$ cat src/rtl/alu_share_arbiter_pkg.sv
// ---------------------------------------------------------------------------
// alu_share_arbiter_pkg
// Shared types for the ALU sharing arbiter: word type, ALU opcode set,
// flag bundle, and the request/response records carried through the
// arbiter. ptr_w() gives the grant-pointer width for a requester count.
// ---------------------------------------------------------------------------
package alu_share_arbiter_pkg;

    localparam int WORD_W  = 32;
    localparam int ALUOP_W = 4;
    localparam int FLAGS_W = 3;

    typedef logic [WORD_W-1:0] word_t;

    // Codes 4'hA..4'hF are undefined; they are passed to the ALU untouched.
    typedef enum logic [ALUOP_W-1:0] {
        ALU_SLL  = 4'h0,
        ALU_SRL  = 4'h1,
        ALU_ADD  = 4'h2,
        ALU_SUB  = 4'h3,
        ALU_AND  = 4'h4,
        ALU_OR   = 4'h5,
        ALU_XOR  = 4'h6,
        ALU_NOR  = 4'h7,
        ALU_SLT  = 4'h8,
        ALU_SLTU = 4'h9
    } aluop_t;

    typedef struct packed {
        logic negative;
        logic zero;
        logic overflow;
    } alu_flags_t;

    typedef struct packed {
        aluop_t aluop;
        word_t  porta;
        word_t  portb;
    } alu_req_t;

    typedef struct packed {
        word_t      outport;
        alu_flags_t flags;
    } alu_rsp_t;

    function automatic int ptr_w(input int n);
        return (n > 1) ? $clog2(n) : 1;
    endfunction

endpackage

$ cat src/rtl/alu_share_arbiter_rr_arbiter.sv
// ---------------------------------------------------------------------------
// rr_arbiter
// Round-robin arbiter with an internal last-grant pointer.
//   CLK, nRST  : clock, async active-low reset
//   eligible   : per-requester request qualifier
//   grant      : one-hot (or zero) grant, combinational
//   any_grant  : some requester is granted this cycle
//   winner     : index of the granted requester (valid when any_grant)
// The pointer resets to N-1 so requester 0 has first priority, and moves to
// the winner only on cycles where a grant is issued.
// ---------------------------------------------------------------------------
module rr_arbiter
    import alu_share_arbiter_pkg::*;
#(
    parameter int N = 2
) (
    input  logic                  CLK,
    input  logic                  nRST,
    input  logic [N-1:0]          eligible,
    output logic [N-1:0]          grant,
    output logic                  any_grant,
    output logic [ptr_w(N)-1:0]   winner
);

    localparam int PTR_W = ptr_w(N);

    logic [PTR_W-1:0] last_grant_reg;

    // Cyclic search starting one past the last winner; first hit wins.
    always_comb begin : search
        logic [PTR_W-1:0] idx;
        idx       = '0;
        grant     = '0;
        any_grant = 1'b0;
        winner    = '0;
        for (int k = 1; k <= N; k++) begin
            idx = PTR_W'((int'(last_grant_reg) + k) % N);
            if (!any_grant && eligible[idx]) begin
                any_grant = 1'b1;
                winner    = idx;
            end
        end
        if (any_grant) begin
            grant[winner] = 1'b1;
        end
    end

    always_ff @(posedge CLK or negedge nRST) begin
        if (!nRST) begin
            last_grant_reg <= PTR_W'(N - 1);
        end else if (any_grant) begin
            last_grant_reg <= winner;
        end
    end

endmodule

$ cat src/rtl/alu_share_arbiter.sv
// ---------------------------------------------------------------------------
// alu_share_arbiter
// Shares one combinational ALU between NREQ requesters. One operation is
// granted per cycle (round robin), the ALU result and flags are registered
// into the winner's response slot, and each slot is drained by its own
// valid/ready handshake.
//   CLK, nRST            : clock, async active-low reset
//   req_valid/req_ready  : request handshake (req_ready is the grant)
//   req_aluop/porta/portb: per-requester operation
//   rsp_valid/rsp_ready  : response handshake per slot
//   rsp_outport/rsp_flags: registered result {negative,zero,overflow}
//   alu_aluop/porta/portb: drive to the shared ALU (zero when idle)
//   alu_outport/alu_flags: result from the shared ALU
// ---------------------------------------------------------------------------
module alu_share_arbiter
    import alu_share_arbiter_pkg::*;
#(
    parameter int NREQ = 2
) (
    input  logic                          CLK,
    input  logic                          nRST,
    input  logic [NREQ-1:0]               req_valid,
    output logic [NREQ-1:0]               req_ready,
    input  logic [NREQ-1:0][ALUOP_W-1:0]  req_aluop,
    input  logic [NREQ-1:0][WORD_W-1:0]   req_porta,
    input  logic [NREQ-1:0][WORD_W-1:0]   req_portb,
    output logic [NREQ-1:0]               rsp_valid,
    input  logic [NREQ-1:0]               rsp_ready,
    output logic [NREQ-1:0][WORD_W-1:0]   rsp_outport,
    output logic [NREQ-1:0][FLAGS_W-1:0]  rsp_flags,
    output logic [ALUOP_W-1:0]            alu_aluop,
    output logic [WORD_W-1:0]             alu_porta,
    output logic [WORD_W-1:0]             alu_portb,
    input  logic [WORD_W-1:0]             alu_outport,
    input  logic [FLAGS_W-1:0]            alu_flags
);

    localparam int PTR_W = ptr_w(NREQ);

    logic [NREQ-1:0]  eligible;
    logic [NREQ-1:0]  grant;
    logic             any_grant;
    logic [PTR_W-1:0] winner;
    alu_req_t         sel_req;
    alu_rsp_t         alu_rsp;

    // A full slot that is not draining this cycle blocks its requester.
    // Gating with nRST keeps grants and ALU drive at zero while in reset.
    assign eligible = {NREQ{nRST}} & req_valid & (~rsp_valid | rsp_ready);

    rr_arbiter #(
        .N (NREQ)
    ) u_rr (
        .CLK       (CLK),
        .nRST      (nRST),
        .eligible  (eligible),
        .grant     (grant),
        .any_grant (any_grant),
        .winner    (winner)
    );

    assign req_ready = grant;

    // Operand mux: winner's operation, or all zero when nothing is accepted.
    always_comb begin
        sel_req = '0;
        if (any_grant) begin
            sel_req.aluop = aluop_t'(req_aluop[winner]);
            sel_req.porta = req_porta[winner];
            sel_req.portb = req_portb[winner];
        end
    end

    assign alu_aluop = sel_req.aluop;
    assign alu_porta = sel_req.porta;
    assign alu_portb = sel_req.portb;

    assign alu_rsp.outport = alu_outport;
    assign alu_rsp.flags   = alu_flags_t'(alu_flags);

    // Response slots. A new accept takes priority over the drain so that a
    // slot emptied and refilled on the same edge stays valid with new data.
    for (genvar gi = 0; gi < NREQ; gi++) begin : g_slot
        logic     valid_reg;
        alu_rsp_t data_reg;

        always_ff @(posedge CLK or negedge nRST) begin
            if (!nRST) begin
                valid_reg <= 1'b0;
                data_reg  <= '0;
            end else if (grant[gi]) begin
                valid_reg <= 1'b1;
                data_reg  <= alu_rsp;
            end else if (rsp_ready[gi]) begin
                valid_reg <= 1'b0;
            end
        end

        assign rsp_valid[gi]   = valid_reg;
        assign rsp_outport[gi] = data_reg.outport;
        assign rsp_flags[gi]   = data_reg.flags;
    end

endmodule

$ cat config.mk
export PLATFORM = sky130hd
export DESIGN_NAME = alu_share_arbiter
export DESIGN_NICKNAME = d
export VERILOG_FILES = /design/src/rtl/alu_share_arbiter_pkg.sv /design/src/rtl/alu_share_arbiter_rr_arbiter.sv /design/src/rtl/alu_share_arbiter.sv
export SDC_FILE = /design/constraint.sdc
export NUM_CORES = 1
export LEC_CHECK = 0
export ABC_CLOCK_PERIOD_IN_PS = 2300
export BUFFER_PORTS_ARGS = -buffer_cell sky130_fd_sc_hd__buf_2
export CAP_MARGIN = 5
export CORE_AREA = 2 2 122 124
export DETAILED_ROUTE_END_ITERATION = 10
export DIE_AREA = 0 0 124 126
export MAX_ROUTING_LAYER = met4
export SLEW_MARGIN = 10
export SYNTH_ARGS = -nofsm -noshare
export SYNTH_HDL_FRONTEND = slang
export SYNTH_SLANG_ARGS = --single-unit
$ cat constraint.sdc
create_clock -name CLK -period 2.3 [get_ports CLK]
set_input_delay 0.46 -clock CLK [delete_from_list [all_inputs] [get_ports CLK]]
set_output_delay 0.46 -clock CLK [all_outputs]
set_load 0.005 [all_outputs]
==> results of run 1 <==
-- worst reg2reg max path, cell delays in order, from the launching register on --
cell,delay (ns)
dfstp_2,0.38
and2_4,0.16
buf_4,0.14
a211oi_4,0.28
buf_4,0.35
mux2_1,0.38
-- layer usage --
metal | GRT usage, % | up-vias
li1 | - | 2054
met1 | 21.52 | 1971
met2 | 29.67 | 174
met3 | 4.846 | 16
met4 | 4.164 | 0
met5 | - | -
-- synth_stat cells, drive strengths merged --
master	n
o21ai	1
o31ai	1
nor2b	3
nand2b	2
dfstp	1
inv	1
clkbuf	22
a211oi	2
and2	1
buf	15
dfrtp	72
a211o	1
or2	2
mux2	70
o311ai	1
o22ai	68
nand2	138
-- timing repair --
item	CTS	global route
resized for setup	11	19
pin swaps	4	9
hold buffers	0	0
buffers inserted	0	5
gates cloned	3	9
endpoints found under the setup margin	68	68
-- stage by stage --
step / total power, mW / setup TNS (ns) / hold WS, ns
3_3_place_gp: 3.309 / -0.02662 / 0.4633
5_1_grt: 5.338 / -0.7239 / 0.2207
3_5_place_dp: 3.344 / -3.477 / 0.4692
6_report: 5.025 / 0 / 0.2127
2_1_floorplan: 2.509 / 0 / 0.1644
4_1_cts: 4.920 / -0.5232 / 0.2156
-- report_power, final --
group / switching [mW] / leakage (nW) / total [mW] / internal, mW
Sequential: 0.159 / 0.857 / 1.81 / 1.65
Clock: 0.526 / 0.157 / 1.48 / 0.955
Combinational: 0.791 / 2.30 / 1.74 / 0.948
Total: 1.48 / 3.31 / 5.03 / 3.55
-- kinds of logic after synthesis --
group           after synthesis
buf+inv                      38
flops                        73
mux                          70
simple gates                146
compound gates               74
-- area by class of cell --
cell class / instances / area [sq um]
sequential: 73 / 1828
clock inverter: 6 / 91.34
fill: 1433 / 7883
tap: 184 / 230.2
inverter: 1 / 3.754
clock buffer: 10 / 229.0
multi-input combinational: 291 / 1996
timing repair buffer: 345 / 2048
antenna: 2 / 5.005
-- worst paths after layout --
kind | start | endpoint | slack (ns) | cells past startpoint
worst max register to register | u_rr.last_grant_reg$_DFFE_PN1P_ | rsp_outport[35]$_DFFE_PN0P_ | 0.48 | 5
min in group CLK | alu_outport[19] | rsp_outport[51]$_DFFE_PN0P_ | 0.36 | 2
worst max-delay path | u_rr.last_grant_reg$_DFFE_PN1P_ | alu_porta[22] | 0.02 | 5
worst min-delay path | nRST | u_rr.last_grant_reg$_DFFE_PN1P_ | 0.21 | 1
max in group asynchronous | nRST | rsp_outport[25]$_DFFE_PN0P_ | 1.38 | 2
worst min register to register | rsp_outport[41]$_DFFE_PN0P_ | rsp_outport[41]$_DFFE_PN0P_ | 0.48 | 1
==> metrics.txt, run 1 <==
most frequent cells in the layout buf_2, nand2_1, dfrtp_1; fin crit share 99.15%; max layer used met4; Max Fclk 438.5 MHz; synth unique cells 20; Starting Density 26.91%; Max stage delay cell, worst path a211o_4; dpl cells 877; DRC 0; nets 898; worst-path fanout max 5; maximum vdd drop 0.0003487 V; worst skew pair latency 0.33 ns; Core Box Area 14310 sq um; largest buffer count on any clock path 2; xor/xnor share of the synthesized area 0%; Port Buf Inserts 318; WL met2 7950 microns; post-DP HPWL 10510 microns; total iterations of the first detailed-routing run 4; Worst Path Buf+Inv 2; GRT overflow 0; Gate Count Post-Synth 401; largest net degree at the start of global routing 71; status finished clean; critical path arrival 1.82 ns; post-synthesis mux area share 20.47%; top cell type's share of synthesized area 46.78%; setup ws final 0.01947 ns; clk sinks 73; RSZ-0062 raised after global routing true; met1 WL 6421 microns; initial DRC count 214; Cell Chain, Critical Path and2_4, a211o_4, clkbuf_16, o22ai_1, buf_2; Min-Delay Path Class in2async; DP Area 5675 sq um; Synth area leaders dfrtp_1, nand2_1, mux2_2, o22ai_1, mux2_1; leakage 3.311 nW; final hold viol count 0; number of max-cap violations 0; simple-gate portion of the synthesized area 14.75%; Finished Cell Area 6431 sq um; area leader, netlist dfrtp_1; CP max stage delay 0.43 ns; commonest non-fill, non-tap cell in the layout buf_2; synthesized-area fraction occupied by adder cells 0%; H-tree depth 3; Min Clock Period, post-route 2.281 ns; Slew Viols, Final 0; final cell count without fillers 912; skew final 0.005503 ns; final WL 15750 microns; Synth Area per Inst 9.604 sq um; DP Worst Slack -0.1041 ns; Tot GR Track Use 17.86%; I/O pin total 319; YS warnings 0; Worst Tran Pin Value 0.6824 ns; syn nets 578; P&R area growth vs syn 66.99%; vias in the first global route 3816; first-pass GRT wire length 20800 microns; CTS Root Cell clkbuf_16; register area share after synthesis 47.47%; Slew HR 54.51%; share of cells above drive strength 1 58.54%; ANT nets after route 0; metal3 WL 1162 microns; #FFs+latches synth 73; main combinational cell family by area after synthesis multiplexers; Clock Pin Slew Worst Setup and Hold Paths 0.06 ns; PwrDens 781.4 nW/um^2; post-synthesis cell area 3851 sq um; vias per std cell 4.622; max reg flops 64; Compound-Gate Fraction of Synth Area 12.87%; DR vias 4215; Horiz. Die Dim 124 microns; worst endpoint required time 1.84 ns; drt wl/cell 17.27 microns; CTS Buf Count 9; placer congestion estimate 0.8291; Row Count 44; Crit Path Category reg2out; Setup crit end kind output pin; die area 15620 sq um; Die Span Y 126 microns; cell class contributing the biggest share of worst-path delay compound AO/OA/AOI/OAI gates; CTS tree done; startpoint class of the critical path register; Final Setup Violations 0; fin util 44.93%; initial antenna violation count 2
(Power assumes the default switching activity.)
==> inputs of run 2 (changes only) <==
- BUFFER_PORTS_ARGS: -buffer_cell sky130_fd_sc_hd__buf_2 -> -buffer_cell sky130_fd_sc_hd__buf_4
- CAP_MARGIN: 5 -> default
==> metrics.txt, run 2 (synthesis results as in run 1) <==
ANT cells 0; RSZ-0062 raised after global routing true; Row Count 44; PwrDens 715.6 nW/um^2; CTS Buf Count 9; max reg flops 64; largest net degree at the start of global routing 69; most frequent cells in the layout buf_4, nand2_1, dfrtp_1; share of cells above drive strength 1 61.97%; die area 15620 sq um; vias per std cell 4.886; H-tree depth 3; Min-Delay Path Class in2async; total iterations of the first detailed-routing run 4; Min Clock Period, post-route 2.305 ns; drt wl/cell 19.65 microns; setup ws final -0.004592 ns; initial DRC count 283; Die Span Y 126 microns; maximum vdd drop 0.0004120 V; Port Buf Inserts 318; FF-to-FF setup slack 0.54 ns; fin util 52.51%; worst endpoint required time 1.84 ns; Cell Chain, Critical Path and2_4, a211o_4, clkbuf_16, o22ai_1, buf_4; Setup crit end kind output pin; worst hold slack 0.08679 ns; Final Setup Violations 1; number of max-cap violations 0; leakage 3.620 nW; Starting Density 26.91%; startpoint class of the critical path register; CTS tree done; DP Worst Slack 0.1079 ns; worst-path fanout max 8; GRT overflow 0; placer congestion estimate 0.9057; critical path arrival 1.84 ns; CP max stage delay 0.42 ns; DRC 0; Horiz. Die Dim 124 microns; ANT nets after route 0; nets 906; dpl cells 882; clk sinks 73; P&R area growth vs syn 95.16%; Max Fclk 433.9 MHz; commonest non-fill, non-tap cell in the layout buf_4; Core Box Area 14310 sq um; first-pass GRT wire length 22510 microns; vias in the first global route 4205; CTS Root Cell clkbuf_16; final WL 17980 microns; Slew Viols, Final 0; setup_tns -0.004592 ns; I/O pin total 319; DR vias 4471; status complete, but fails checks; Worst Reg-to-Reg Cells 4; r2r startpoint u_rr.last_grant_reg$_DFFE_PN1P_; skew final 0.005919 ns; Max stage delay cell, worst path a211o_4; final hold viol count 0; worst skew pair latency 0.33 ns; Tot GR Track Use 19.31%; Clock Pin Slew Worst Setup and Hold Paths 0.05 ns; Slew HR 58.76%; Worst Tran Pin Value 0.6187 ns; initial antenna violation count 0; largest buffer count on any clock path 2; reg2reg end rsp_outport[25]$_DFFE_PN0P_; final cell count without fillers 915; fin crit share 100.2%; post-DP HPWL 11690 microns; Crit Path Category reg2out; failing checks setup timing
==> run 2: cell types whose count changed in the layout (fill, tap and decap cells not counted), moves of 6 or more <==
cell and delta:
buf_2 -317, buf_6 +8, o22ai_1 -23, buf_4 +311
o22ai_2 +17, o22ai_4 +6
==> run 2: through the flow <==
| step | power (mW) | area (sq um) |
|---|---|---|
| final | 5.378 | 7516 |
| after floorplan | 2.509 | 3851 |
| after detailed placement | 3.734 | 6519 |
| after global placement | 3.670 | 6519 |
| after CTS | 5.115 | 6910 |
| after global routing | 5.648 | 7516 |
==> run 2: worst max-delay path by stage <==
stage,start,to,slack (ns),cells after the start
4_1_cts,u_rr.last_grant_reg$_DFFE_PN1P_,alu_portb[25],-0.004,5
2_1_floorplan,rsp_ready[1],alu_porta[10],0.29,5
6_report,u_rr.last_grant_reg$_DFFE_PN1P_,alu_porta[19],-0.005,5
5_1_grt,g_slot[1].valid_reg$_DFFE_PN0P_,alu_portb[15],-0.06,6
3_5_place_dp,req_valid[0],alu_portb[31],0.11,6
3_3_place_gp,req_valid[0],alu_portb[17],0.16,6
==> run 2: power breakdown <==
| group | total (mW) | internal [mW] | switching [mW] | leakage (nW) |
|---|---|---|---|---|
| combinational | 2.23 | 1.34 | 0.892 | 2.63 |
| sequential | 1.84 | 1.65 | 0.192 | 0.857 |
| clock | 1.30 | 0.816 | 0.487 | 0.133 |
| total | 5.38 | 3.81 | 1.57 | 3.62 |
==> run 2: final cells by class <==
class / instances / area, sq um
fillers: 1304 / 6798
repair buffers: 353 / 3004
multi-input cells: 291 / 2177
flip-flops and latches: 73 / 1828
well taps: 184 / 230.2
clock buffers: 9 / 225.2
clock inverters: 4 / 47.55
inverters: 1 / 3.754
==> run 2: routing by layer <==
| metal | part of all wire [%] | global-route usage (%) | up-vias |
|---|---|---|---|
| met5 | 0 | - | - |
| met4 | 1.6 | 5.618 | 0 |
| met3 | 7.2 | 5.208 | 25 |
| met2 | 52 | 33.78 | 188 |
| met1 | 39 | 21.34 | 2194 |
| li1 | - | - | 2064 |
==> run 2: what timing repair did <==
action | 4_1_cts | 5_1_grt
hold endpoints to repair | 6 | 0
gates resized for setup | 11 | 53
hold buffers | 1 | 0
pin swaps | 1 | 10
cloned | 2 | 15
setup endpoints to repair | 68 | 69
buffers inserted | 0 | 2
==> run 2: critical path, delay by kind of cell, from the launching register on <==
kind	cells	cell delay [ns]
AO/OA/AOI/OAI	2	0.60
flip-flops	1	0.40
buffers and inverters	2	0.35
AND/OR/NAND/NOR	1	0.16
==> inputs of run 3 (changes only) <==
==> constraint.sdc (replaced) <==
create_clock -name CLK -period 2.3 [get_ports CLK]
set_input_delay 0.115 -clock CLK [delete_from_list [all_inputs] [get_ports CLK]]
set_output_delay 0.115 -clock CLK [all_outputs]
set_load 0.005 [all_outputs]
==> metrics.txt, run 3 (synthesis results as in run 1) <==
drt wl/cell 16.50 microns; I/O pin total 319; leakage 3.322 nW; worst endpoint required time 2.18 ns; setup ws final 0.1083 ns; DRC 0; H-tree depth 3; CTS Buf Count 9; placer congestion estimate 0.8727; worst-path fanout max 68; post-DP HPWL 11330 microns; commonest non-fill, non-tap cell in the layout buf_4; vias in the first global route 4124; die area 15620 sq um; DP Area 6414 sq um; Die Span Y 126 microns; WL met2 7923 microns; critical path arrival 2.08 ns; ANT nets after route 0; skew final 0.003585 ns; first-pass GRT wire length 21650 microns; clk sinks 73; RSZ-0062 raised after global routing false; Port Buf Inserts 318; Clock Pin Slew Worst Setup and Hold Paths 0.06 ns; largest net degree at the start of global routing 117; Tot GR Track Use 18.46%; total power 5.066 mW; setup_tns 0 ns; GRT overflow 0; worst hold slack 0.01146 ns; Finished Cell Area 6764 sq um; largest buffer count on any clock path 2; fin crit share 95.29%; number of max-cap violations 0; fin util 47.26%; share of cells above drive strength 1 55.16%; status finished clean; CTS Root Cell clkbuf_16; Starting Density 26.91%; Storage cell area 1828 sq um; Core Box Area 14310 sq um; CTS tree done; PwrDens 749.0 nW/um^2; startpoint class of the critical path register; Horiz. Die Dim 124 microns; Worst Tran Pin Value 0.6271 ns; metal3 WL 888 microns; DR vias 4237; total iterations of the first detailed-routing run 4; worst skew pair latency 0.33 ns; met1 WL 5660 microns; FF-to-FF setup slack 0.56 ns; nets 879; P&R area growth vs syn 75.63%; maximum vdd drop 0.0003692 V; max reg flops 64; # Post-CTS Setup Buffers 0; Min Clock Period, post-route 2.192 ns; dpl cells 873; Slew HR 58.19%; initial antenna violation count 1; DP Worst Slack 0.2199 ns; Max Fclk 456.3 MHz; Slew Viols, Final 0; final WL 14720 microns; final cell count without fillers 892; Min-Delay Path Class in2reg; max layer used met4; Crit Path Category reg2out; initial DRC count 254; area of the multi-input gates 1873 sq um; Setup crit end kind output pin; final hold viol count 0; most frequent cells in the layout buf_4, nand2_1, dfrtp_1; Final Setup Violations 0; vias per std cell 4.750; Row Count 44; number of fill cells 1374
run 3: report_power, final:
| group | total [mW] | switching (mW) | leakage (nW) | internal, mW |
|---|---|---|---|---|
| Combinational | 1.82 | 0.711 | 2.32 | 1.11 |
| Sequential | 1.84 | 0.191 | 0.857 | 1.65 |
| Clock | 1.40 | 0.507 | 0.149 | 0.898 |
run 3: timing repair:
| action | 4_1_cts | 5_1_grt |
|---|---|---|
| hold buffers | 2 | 0 |
| pin swaps | 0 | 0 |
| gates resized for setup | 1 | 4 |
| setup endpoints to repair | 68 | 69 |
| hold endpoints to repair | 10 | 0 |
run 3: area by class of cell:
type                            instances  area share [%]
Sequential cell                        73           27.03
Timing Repair Buffer                  327           37.24
Clock buffer                           12           3.792
Clock inverter                          4          0.7584
Tap cell                              184           3.404
Antenna cell                            1         0.03700
Multi-Input combinational cell        290           27.69
Inverter                                1         0.05549
run 3: layer usage:
metal,vias to the layer above,track usage [%]
li1,2000,-
met5,-,-
met4,0,5.354
met3,18,3.986
met1,2064,20.69
met2,155,32.68
run 3: final timing paths:
check | start | endpoint | depth (start not counted)
worst max-delay path | u_rr.last_grant_reg$_DFFE_PN1P_ | alu_portb[17] | 5
worst min-delay path | alu_outport[13] | rsp_outport[45]$_DFFE_PN0P_ | 2
worst max register to register | u_rr.last_grant_reg$_DFFE_PN1P_ | rsp_outport[2]$_DFFE_PN0P_ | 4
worst min register to register | rsp_outport[56]$_DFFE_PN0P_ | rsp_outport[56]$_DFFE_PN0P_ | 1
max in group asynchronous | nRST | rsp_flags[5]$_DFFE_PN0P_ | 3
min in group asynchronous | nRST | rsp_outport[62]$_DFFE_PN0P_ | 2
run 3: critical path, cell delays in order (launching register included):
cell and delay (ns):
dfstp_2 0.59, and2_1 0.22, a211o_2 0.15, buf_6 0.39, o22ai_1 0.21, buf_4 0.18
